[src/rtl/dmem_arbiter.sv]
// Two-master data-memory arbiter: round robin between CPU (m0) and loader (m1), with bounded m1 lock.
// Latency: grant is combinational (zero-cycle accept); read data/rvalid return one cycle after the grant.
// Backpressure: a master that is not granted holds req/we/addr/wdata until granted; there is no response backpressure.
//
// Ports:
//   clk, rst_n                      - clock, asynchronous active-low reset
//   m0_* / m1_*                     - per-master request (req, we, addr, wdata), accept (gnt), read return (rvalid, rdata)
//   m1_lock                         - master 1 asks for consecutive ownership (at most MAX_LOCK transfers in a row)
//   mem_we, mem_addr, mem_wdata     - memory drive from the granted master (all zero when nothing is granted)
//   mem_rdata                       - combinational memory read data for mem_addr
module dmem_arbiter #(
    parameter int ADDR_W   = 32,
    parameter int DATA_W   = 32,
    parameter int MAX_LOCK = 8
) (
    input  logic              clk,
    input  logic              rst_n,

    input  logic              m0_req,
    input  logic              m0_we,
    input  logic [ADDR_W-1:0] m0_addr,
    input  logic [DATA_W-1:0] m0_wdata,
    output logic              m0_gnt,
    output logic              m0_rvalid,
    output logic [DATA_W-1:0] m0_rdata,

    input  logic              m1_req,
    input  logic              m1_we,
    input  logic [ADDR_W-1:0] m1_addr,
    input  logic [DATA_W-1:0] m1_wdata,
    input  logic              m1_lock,
    output logic              m1_gnt,
    output logic              m1_rvalid,
    output logic [DATA_W-1:0] m1_rdata,

    output logic              mem_we,
    output logic [ADDR_W-1:0] mem_addr,
    output logic [DATA_W-1:0] mem_wdata,
    input  logic [DATA_W-1:0] mem_rdata
);

    localparam int CNT_W = $clog2(MAX_LOCK + 1);
    // Count value at which the next locked grant is the MAX_LOCK-th consecutive
    // master-1 transfer (the grant that entered the lock counts as the first).
    localparam logic [CNT_W-1:0] LOCK_LAST = CNT_W'(MAX_LOCK - 1);

    typedef enum logic {
        ARB  = 1'b0,
        LOCK = 1'b1
    } state_t;

    state_t           state;
    logic             last;       // last granted master: 0 = m0, 1 = m1
    logic [CNT_W-1:0] lock_cnt;   // master-1 transfers made under the current lock

    // Grant decode. Both grants are held low while reset is asserted.
    always_comb begin
        m0_gnt = 1'b0;
        m1_gnt = 1'b0;
        if (rst_n) begin
            if (state == LOCK) begin
                m1_gnt = m1_req;
            end else if (m0_req && m1_req) begin
                // Contention: the master that did not win last time goes first.
                m0_gnt = last;
                m1_gnt = ~last;
            end else begin
                m0_gnt = m0_req;
                m1_gnt = m1_req;
            end
        end
    end

    // Memory drive from the winner; idle bus is all zeros.
    always_comb begin
        mem_we    = 1'b0;
        mem_addr  = '0;
        mem_wdata = '0;
        if (m0_gnt) begin
            mem_we    = m0_we;
            mem_addr  = m0_addr;
            mem_wdata = m0_wdata;
        end else if (m1_gnt) begin
            mem_we    = m1_we;
            mem_addr  = m1_addr;
            mem_wdata = m1_wdata;
        end
    end

    // Arbitration state: round-robin pointer and lock FSM.
    always_ff @(posedge clk or negedge rst_n) begin
        if (!rst_n) begin
            state    <= ARB;
            last     <= 1'b1;
            lock_cnt <= '0;
        end else begin
            if (m0_gnt) begin
                last <= 1'b0;
            end else if (m1_gnt) begin
                last <= 1'b1;
            end

            case (state)
                ARB: begin
                    // With MAX_LOCK of 1 the locking grant is already the last
                    // allowed one, so the lock is never actually entered.
                    if (m1_gnt && m1_lock && (MAX_LOCK > 1)) begin
                        state    <= LOCK;
                        lock_cnt <= CNT_W'(1);
                    end
                end
                LOCK: begin
                    if (!m1_lock) begin
                        state    <= ARB;
                        lock_cnt <= '0;
                    end else if (m1_gnt) begin
                        if (lock_cnt == LOCK_LAST) begin
                            // Forced release: m1 is marked as last winner so a
                            // waiting m0 is served before m1 can lock again.
                            state    <= ARB;
                            lock_cnt <= '0;
                            last     <= 1'b1;
                        end else begin
                            lock_cnt <= lock_cnt + CNT_W'(1);
                        end
                    end
                end
                default: begin
                    state    <= ARB;
                    lock_cnt <= '0;
                end
            endcase
        end
    end

    // Read return: capture the memory data on an accepted read; rvalid pulses
    // for one cycle, rdata holds until that master's next read.
    always_ff @(posedge clk or negedge rst_n) begin
        if (!rst_n) begin
            m0_rvalid <= 1'b0;
            m1_rvalid <= 1'b0;
            m0_rdata  <= '0;
            m1_rdata  <= '0;
        end else begin
            m0_rvalid <= m0_gnt && !m0_we;
            m1_rvalid <= m1_gnt && !m1_we;
            if (m0_gnt && !m0_we) begin
                m0_rdata <= mem_rdata;
            end
            if (m1_gnt && !m1_we) begin
                m1_rdata <= mem_rdata;
            end
        end
    end

endmodule

[config.mk]
export PLATFORM = sky130hd
export DESIGN_NAME = dmem_arbiter
export DESIGN_NICKNAME = d
export VERILOG_FILES = /design/src/rtl/dmem_arbiter.sv
export SDC_FILE = /design/constraint.sdc
export NUM_CORES = 1
export LEC_CHECK = 0
export CAP_MARGIN = 10
export CORE_AREA = 2 2 117 119
export CTS_CLUSTER_SIZE = 28
export DETAILED_ROUTE_END_ITERATION = 7
export DIE_AREA = 0 0 119 121
export PLACE_DENSITY = 0.83
export SLEW_MARGIN = 20
export SYNTH_ARGS = -nofsm -noshare
export SYNTH_HDL_FRONTEND = slang
export SYNTH_SLANG_ARGS = --single-unit
[constraint.sdc]
create_clock -name clk -period 1.6 [get_ports clk]
set_input_delay 0.32 -clock clk [delete_from_list [all_inputs] [get_ports clk]]
set_output_delay 0.32 -clock clk [all_outputs]
set_load 0.005 [all_outputs]
==> flow_summary.rst, run 1 <==
.. list-table::
   :header-rows: 1

   * - Metric
     - Value
   * - Result of the run
     - complete, but fails checks
   * - Violated checks
     - negative setup slack
   * - Post-Route Utilization
     - 59.59%
   * - Top FF cell, synth
     - sky130_fd_sc_hd__dfrtp_1
   * - Wire length of the first global-routing pass
     - between 20000 and 30000 um
   * - Timing-limited maximum frequency
     - around 0.45 GHz
   * - CTS HTree Levels
     - 3
   * - Width of the die
     - about 120 um
   * - Final setup margin
     - -0.6006 ns
   * - Kind of end point of the critical path
     - output pin
   * - Wire length after detailed routing
     - 18960 um
   * - TritonCTS buffer count
     - 9
   * - PD cells
     - slightly below 1000 nW/um^2
   * - I/O pin total
     - 300
   * - Min-delay worst type
     - in2async
   * - Synth Instances
     - 266
   * - Final hold violation count
     - 0
   * - Worst-case register-to-register setup slack
     - -0.29 ns
   * - Via count of the first global-routing pass
     - 4299
   * - Transition at the pin with the smallest max-transition slack
     - 0.6474 ns
   * - Pleak
     - 0.003519 uW
   * - Sequential cell area fraction in the yosys report
     - 51.56%
   * - Ys Warns
     - 0
   * - Worst-path maximum fanout
     - 6
   * - Count of fill cells added during filler insertion
     - 1030
   * - Root Buffer
     - sky130_fd_sc_hd__clkbuf_16
   * - Clk slew on worst S/H paths
     - 0.06 ns
   * - GPL Wtd Cong
     - 0.9857
   * - Pre-antenna DRT Iters
     - 4
   * - Overall die height
     - around 120 um
   * - Min Clock Period, post-route
     - 2.201 ns
   * - Fin area
     - 7797 sq um
   * - Number of enable-type register cells in the synthesized netlist
     - 0
   * - Path type of the worst setup path
     - reg2out
   * - Vias after detailed routing
     - 3939
   * - Max Transition Viols Final
     - 0
   * - Placed wire-length estimate after detailed placement
     - 13050 um
   * - Clock sinks
     - 72
   * - Area growth from synthesis to layout
     - 123.0%
   * - Syn Std Cell Area
     - 3497 sq um
   * - Most frequent cell after synthesis
     - sky130_fd_sc_hd__dfrtp_1
   * - Sequential cell area
     - around 1800 sq um
   * - Top post-synthesis cells by area
     - sky130_fd_sc_hd__dfrtp_1 51%, sky130_fd_sc_hd__mux2_2 17%, sky130_fd_sc_hd__a22o_1 16%
   * - Detailed-route wire length per cell
     - 23.73 um
   * - Layout Nets
     - 786
   * - Final setup vio count
     - 126
   * - Vias/cell
     - 4.930
   * - Skew-Pair Late Insertion Delay
     - about 0.33 ns
   * - Commonest cells in the netlist
     - 71 x sky130_fd_sc_hd__dfrtp_1, 65 x sky130_fd_sc_hd__a22o_1, 52 x sky130_fd_sc_hd__mux2_2
   * - Startpoint of the lowest-slack register-to-register path
     - state
   * - Area occupied by multi-input gates
     - 1752 sq um
   * - Asr flop ratio synth
     - 100.0%
   * - Final routed DRC violation total
     - 0
   * - Remaining antenna violation count
     - 0
   * - Worst clock skew
     - 0.007773 ns
   * - # port buffers
     - 299
   * - Die Footprint
     - 14400 sq um
   * - Power Total
     - around 7600 uW
   * - Area of the core
     - ~13000 sq um
   * - Clk buf depth
     - 2
   * - Depth of the worst register-to-register path
     - 8
   * - Arrival time at the worst endpoint
     - 1.88 ns
   * - Post-Place Cell Area
     - 6883 sq um
   * - Final critical-path share of the clock period
     - 137.5%
   * - Setup repair after global routing missed its margin
     - yes
   * - Post-synthesis cell type with the largest combined area
     - sky130_fd_sc_hd__dfrtp_1
   * - Initial Util
     - 26.73%
   * - R2r endpoint
     - m1_rdata[12]
   * - Number of antenna violations at the first check in global routing
     - 0
   * - Maximum number of pins on one net before global-route repair
     - 73
   * - Remaining global-route overflow
     - 0
   * - Headroom to the max-slew limit
     - 56.84%
   * - Fraction of final layout cells with drive strength greater than 1
     - 35.96%
   * - Avg Cell Area, Syn
     - 13.15 sq um
   * - Global routing usage summed across all routing layers
     - 25.50%
   * - Fraction of synthesized cell area taken by the top area cell type
     - 50.81%
   * - Worst hold margin
     - about 0.18 ns
   * - Maximum VDD drop
     - roughly 0.9 mV
   * - Number of maximum-capacitance violations
     - 0
   * - Synth Net Count
     - ~430
   * - CTS tree
     - done
   * - Number of rows created at floorplan
     - 42
   * - Number of inserted diodes
     - 0
   * - 1st-iter DRT viols
     - 236
   * - Total of flip-flops plus latches after synthesis
     - 72
   * - Data required time at the worst endpoint
     - 1.28 ns
   * - Worst setup SP type
     - register
   * - Library cells used by synthesis
     - 36
cell usage in the layout (no fill, tap or decap), types with 2 or more instances in the layout:
master	instances
sky130_fd_sc_hd__a22o_1	61
sky130_fd_sc_hd__a22o_4	4
sky130_fd_sc_hd__buf_12	17
sky130_fd_sc_hd__buf_16	9
sky130_fd_sc_hd__buf_2	50
sky130_fd_sc_hd__buf_4	19
sky130_fd_sc_hd__buf_6	23
sky130_fd_sc_hd__buf_8	3
sky130_fd_sc_hd__clkbuf_16	11
sky130_fd_sc_hd__clkbuf_2	9
sky130_fd_sc_hd__clkbuf_8	2
sky130_fd_sc_hd__clkdlybuf4s50_1	228
sky130_fd_sc_hd__clkinv_4	2
sky130_fd_sc_hd__dfrtp_1	71
sky130_fd_sc_hd__dlygate4sd2_1	2
sky130_fd_sc_hd__inv_1	3
sky130_fd_sc_hd__mux2_2	32
sky130_fd_sc_hd__mux2_4	32
sky130_fd_sc_hd__nand2_1	3
sky130_fd_sc_hd__nand3b_1	2
sky130_fd_sc_hd__nand4_1	3
sky130_fd_sc_hd__nor2_1	3
sky130_fd_sc_hd__o211ai_1	3
where the power goes:
group,internal [uW],total [uW],switching [uW]
Combinational,2030,2980,949
Sequential,2280,2550,270
Clock,1290,2040,742
kinds of logic (layout without fill, tap and decap cells):
| group | after synthesis | count (layout) | synth area share [%] |
|---|---|---|---|
| AOI/OAI and AO/OA | 78 | 78 | 19.25 |
| DFF | 72 | 72 | 51.56 |
| muxes | 64 | 64 | 20.61 |
| buffers and inverters | 26 | 383 | 3.614 |
| and+or+nand+nor | 25 | 25 | 4.616 |
| adders and majority gates | 1 | 1 | 0.3577 |
repair_timing:
item / 4_1_cts / 5_1_grt
cloned: 14 / 3
pin swaps: 25 / 21
setup endpoints to repair: 105 / 131
setup buffers: 27 / 7
resized for setup: 325 / 19
endpoints found under the hold margin: 2 / 2
critical path: stages (launching register included):
cell and delay [ns]:
sky130_fd_sc_hd__dfrtp_1 0.41, sky130_fd_sc_hd__buf_6 0.14, sky130_fd_sc_hd__nor2b_4 0.11, sky130_fd_sc_hd__and3_4 0.24, sky130_fd_sc_hd__buf_6 0.12, sky130_fd_sc_hd__buf_16 0.12
sky130_fd_sc_hd__buf_8 0.11, sky130_fd_sc_hd__a22o_1 0.17, sky130_fd_sc_hd__buf_6 0.14
cell type report:
class | instances | area share [%]
Multi-Input combinational cell | 168 | 22.46
Clock buffer | 12 | 3.289
Inverter | 3 | 0.1444
Clock inverter | 4 | 0.6739
Sequential cell | 72 | 23.12
Timing Repair Buffer | 364 | 47.48
Tap cell | 176 | 2.824
worst max path at each step:
stage | start | end | cells past startpoint
detailed placement | m0_req | mem_wdata[13] | 6
global placement | m0_req | mem_wdata[13] | 6
finish | state | mem_wdata[10] | 8
global route | state | mem_wdata[10] | 8
floorplan | last | mem_addr[11] | 6
CTS | last | mem_wdata[8] | 6
flip-flops by register name (all words and copies together) (netlist names):
name,flops
m0_rdata,32
m1_rdata,32
lock_cnt,4
last,1
m0_rvalid,1
m1_rvalid,1
state,1
layer usage:
layer	part of all wire, %	track usage [%]
met1	34	26.56
met4	4.1	11.98
met5	0	0
met2	51	44.40
met3	10	10.90
metrics by stage:
stage / setup slack [ns] / setup TNS, ns / std cells
3_5_place_dp: -1.058 / -87.45 / 738
3_3_place_gp: -1.074 / -87.39 / 738
2_1_floorplan: -0.008401 / -0.1324 / 266
5_1_grt: -0.6581 / -47.21 / 799
4_1_cts: -0.6306 / -42.61 / 794
6_report: -0.6006 / -41.14 / 799
(Power assumes the default switching activity.)
==> run 2: changes to the inputs <==
SLEW_MARGIN = 10   (was 20)
==> results of run 2 <==
The final DEF is identical to that of run 1; final timing and power are the same.
==> run 3: changes to the inputs <==
CELL_PAD_IN_SITES_DETAIL_PLACEMENT = 1   (was not set)
CELL_PAD_IN_SITES_GLOBAL_PLACEMENT = 2   (was not set)
CORE_AREA = not set   (was 2 2 117 119)
CORE_MARGIN = 2   (was not set)
CORE_UTILIZATION = 16   (was not set)
DIE_AREA = not set   (was 0 0 119 121)
PLACE_DENSITY = 0.88   (was 0.83)
SETUP_SLACK_MARGIN = 0.3   (was not set)
==> flow_summary.rst, run 3 (synthesis results as in run 1) <==
.. list-table::
   :header-rows: 1

   * - Metric
     - Value
   * - Internal
     - 5714 uW (+2.0%)
   * - Maximum number of pins on one net before global-route repair
     - 72 (-1.4%)
   * - Root Buffer
     - sky130_fd_sc_hd__clkbuf_16
   * - Remaining global-route overflow
     - 0 (unchanged)
   * - Worst slack at placement
     - -0.9787 ns (+0.07954 ns)
   * - Initial Util
     - 16.17% (-11 points)
   * - Headroom to the max-slew limit
     - 35.93% (-21 points)
   * - 1st-iter DRT viols
     - 196 (-17%)
   * - Layout Nets
     - 835 (+6.2%)
   * - Vias/cell
     - 4.279 (-13%)
   * - Number of antenna violations at the first check in global routing
     - 0 (unchanged)
   * - Number of maximum-capacitance violations
     - 0 (unchanged)
   * - Final routed DRC violation total
     - 0 (unchanged)
   * - Arrival time at the worst endpoint
     - 2.05 ns (+0.17 ns)
   * - Number of buffers inserted for hold repair after clock tree synthesis
     - 0
   * - Number of inserted diodes
     - 0 (unchanged)
   * - Max Transition Viols Final
     - 0 (unchanged)
   * - Pleak
     - 0.003913 uW (+11%)
   * - Clock sinks
     - 72 (unchanged)
   * - Worst clock skew
     - 0.008490 ns (+0.0007174 ns)
   * - Clock Power Share
     - 28.1% (+1.2 points)
   * - Clk buf depth
     - 2 (unchanged)
   * - Setup_tns
     - -62.82 ns (-21.67 ns)
   * - Fraction of power spent switching nets
     - 27.14% (+1.2 points)
   * - Fraction of final layout cells with drive strength greater than 1
     - 44.20% (+8.2 points)
   * - TritonCTS buffer count
     - 9 (unchanged)
   * - Remaining antenna violation count
     - 0 (unchanged)
   * - Most common cell after layout, fill and taps aside
     - sky130_fd_sc_hd__clkdlybuf4s50_1
   * - Path type of the worst setup path
     - reg2out
   * - Share of power burned in registers
     - 32.5% (-1.2 points)
   * - Placed wire-length estimate after detailed placement
     - 12810 um (-1.9%)
   * - Pre-antenna DRT Iters
     - 4 (unchanged)
   * - Skew-Pair Late Insertion Delay
     - 0.34 ns (about the same)
   * - Clk slew on worst S/H paths
     - 0.06 ns (about the same)
   * - Violated checks
     - negative setup slack
   * - PD cells
     - 920.9 nW/um^2 (-5.0%)
   * - Power Total
     - 7843 uW (+3.7%)
   * - Kind of end point of the critical path
     - output pin
   * - Area of the core
     - 21620 sq um (+65%)
   * - Biggest registers after layout
     - m0_rdata (32), m1_rdata (32), lock_cnt (4)
   * - Post-Place Cell Area
     - 7061 sq um (+2.6%)
   * - Min-delay worst type
     - in2async
   * - Final hold violation count
     - 0 (unchanged)
   * - Global routing usage summed across all routing layers
     - 16.29% (-9.2 points)
   * - Post-Route Utilization
     - 39.39% (-20 points)
   * - Transition at the pin with the smallest max-transition slack
     - 0.9610 ns (+0.3137 ns)
   * - Timing-limited maximum frequency
     - 0.4217 GHz (-7.2%)
   * - CTS tree
     - done
   * - Highest-count cells in the layout ignoring fill and taps
     - 162 x sky130_fd_sc_hd__clkdlybuf4s50_1, 70 x sky130_fd_sc_hd__dfrtp_1, 63 x sky130_fd_sc_hd__a22o_1
   * - I/O pin total
     - 300 (unchanged)
   * - Final setup margin
     - -0.7711 ns (-0.1705 ns)
   * - Setup repair after global routing missed its margin
     - yes
   * - Final setup vio count
     - 130 (+3.2%)
   * - Final critical-path share of the clock period
     - 148.2% (+11 points)
   * - Wire length of the first global-routing pass
     - 28610 um (+6.3%)
   * - Data required time at the worst endpoint
     - 1.28 ns (about the same)
   * - Result of the run
     - complete, but fails checks
   * - Worst-path maximum fanout
     - 7 (+1)
   * - Maximum VDD drop
     - 0.5967 mV (-32%)
   * - Count of fill cells added during filler insertion
     - 2322 (+130%)
   * - Vias after detailed routing
     - 4074 (+3.4%)
   * - Via count of the first global-routing pass
     - 4317 (+0.42%)
   * - Area growth from synthesis to layout
     - 143.5%
   * - Min Clock Period, post-route
     - 2.371 ns (+0.1705 ns)
   * - Die Footprint
     - 23060 sq um (+60%)
   * - # port buffers
     - 299 (unchanged)
   * - Width of the die
     - 151.8 um (+28%)
   * - Overall die height
     - 151.8 um (+25%)
   * - Worst setup SP type
     - register
   * - Net switching component of the power
     - 2129 uW (+8.6%)
   * - Fin area
     - 8517 sq um (+9.2%)
   * - CTS HTree Levels
     - 3 (unchanged)
   * - Detailed-route wire length per cell
     - 21.58 um (-9.1%)
   * - Share of power burned in combinational logic
     - 39.4% (about the same)
   * - GPL Wtd Cong
     - 0.8445 (-14%)
   * - Wire length after detailed routing
     - 20540 um (+8.3%)
   * - Number of rows created at floorplan
     - 54 (+29%)
run 3: cell types whose count changed in the layout (fill, tap and decap cells not counted), sizes merged, moves of 6 or more:
cell           change
dlygate4sd2        +6
clkbuf            +22
buf               +36
clkdlybuf4s15     +50
clkdlybuf4s50     -66
run 3: layout make-up:
class                   count  area (sq um)  area share, %
flip-flops and latches     72          1804          21.18
clock inverters             7         95.09          1.116
multi-input cells         168          1777          20.86
well taps                 280         350.3          4.113
clock buffers               9         225.2          2.644
repair buffers            413          4249          49.89
inverters                   3         16.27         0.1910
run 3: worst paths after layout:
path	depth (start not counted)	startpoint	slack, ns	end
max in group asynchronous	3	rst_n	0.57	state
setup / recovery	8	last	-0.77	mem_addr[28]
min in group clk	1	m0_rdata[19]	0.50	m0_rdata[19]
setup reg to reg	16	last	-0.74	lock_cnt[2]
hold reg to reg	1	m0_rdata[19]	0.50	m0_rdata[19]
hold / removal	2	rst_n	0.06	last
run 3: power by group through the flow:
stage / registers, uW / clock network, uW / logic [uW]
after global routing: 2610 / 2360 / 3280
after detailed placement: 2570 / 0 / 2740
final: 2550 / 2200 / 3090
after CTS: 2540 / 2300 / 2860
after floorplan: 2570 / 0 / 844
after global placement: 2540 / 0 / 2720
run 3: metrics by stage:
stage | hold WS [ns] | cells
3_3_place_gp | 0.4042 | 839
2_1_floorplan | 0.02441 | 266
5_1_grt | 0.04461 | 952
6_report | 0.05706 | 952
4_1_cts | 0.02576 | 908
3_5_place_dp | 0.4056 | 839
run 3: repair_timing:
action                                  4_1_cts  5_1_grt
buffers inserted                             38       39
resized for setup                           363      114
gates cloned                                 15        5
endpoints found under the setup margin      203      160
pin swaps                                     9       22
run 3: critical path: stages, from the launching register on:
cell and delay, ns:
sky130_fd_sc_hd__dfstp_2 0.55, sky130_fd_sc_hd__buf_6 0.10, sky130_fd_sc_hd__and3b_2 0.22, sky130_fd_sc_hd__nor2_4 0.08, sky130_fd_sc_hd__buf_6 0.12, sky130_fd_sc_hd__buf_8 0.13
sky130_fd_sc_hd__buf_16 0.14, sky130_fd_sc_hd__a22o_1 0.21, sky130_fd_sc_hd__buf_2 0.15
run 3: per-layer routing:
| layer | up-vias | wire, um | track usage [%] |
|---|---|---|---|
| li1 | 1833 | - | - |
| met1 | 2017 | 8311 | 19.24 |
| met2 | 196 | 10260 | 27.58 |
| met3 | 28 | 1559 | 6.560 |
| met4 | 0 | 410 | 4.139 |
| met5 | - | 0 | 0 |
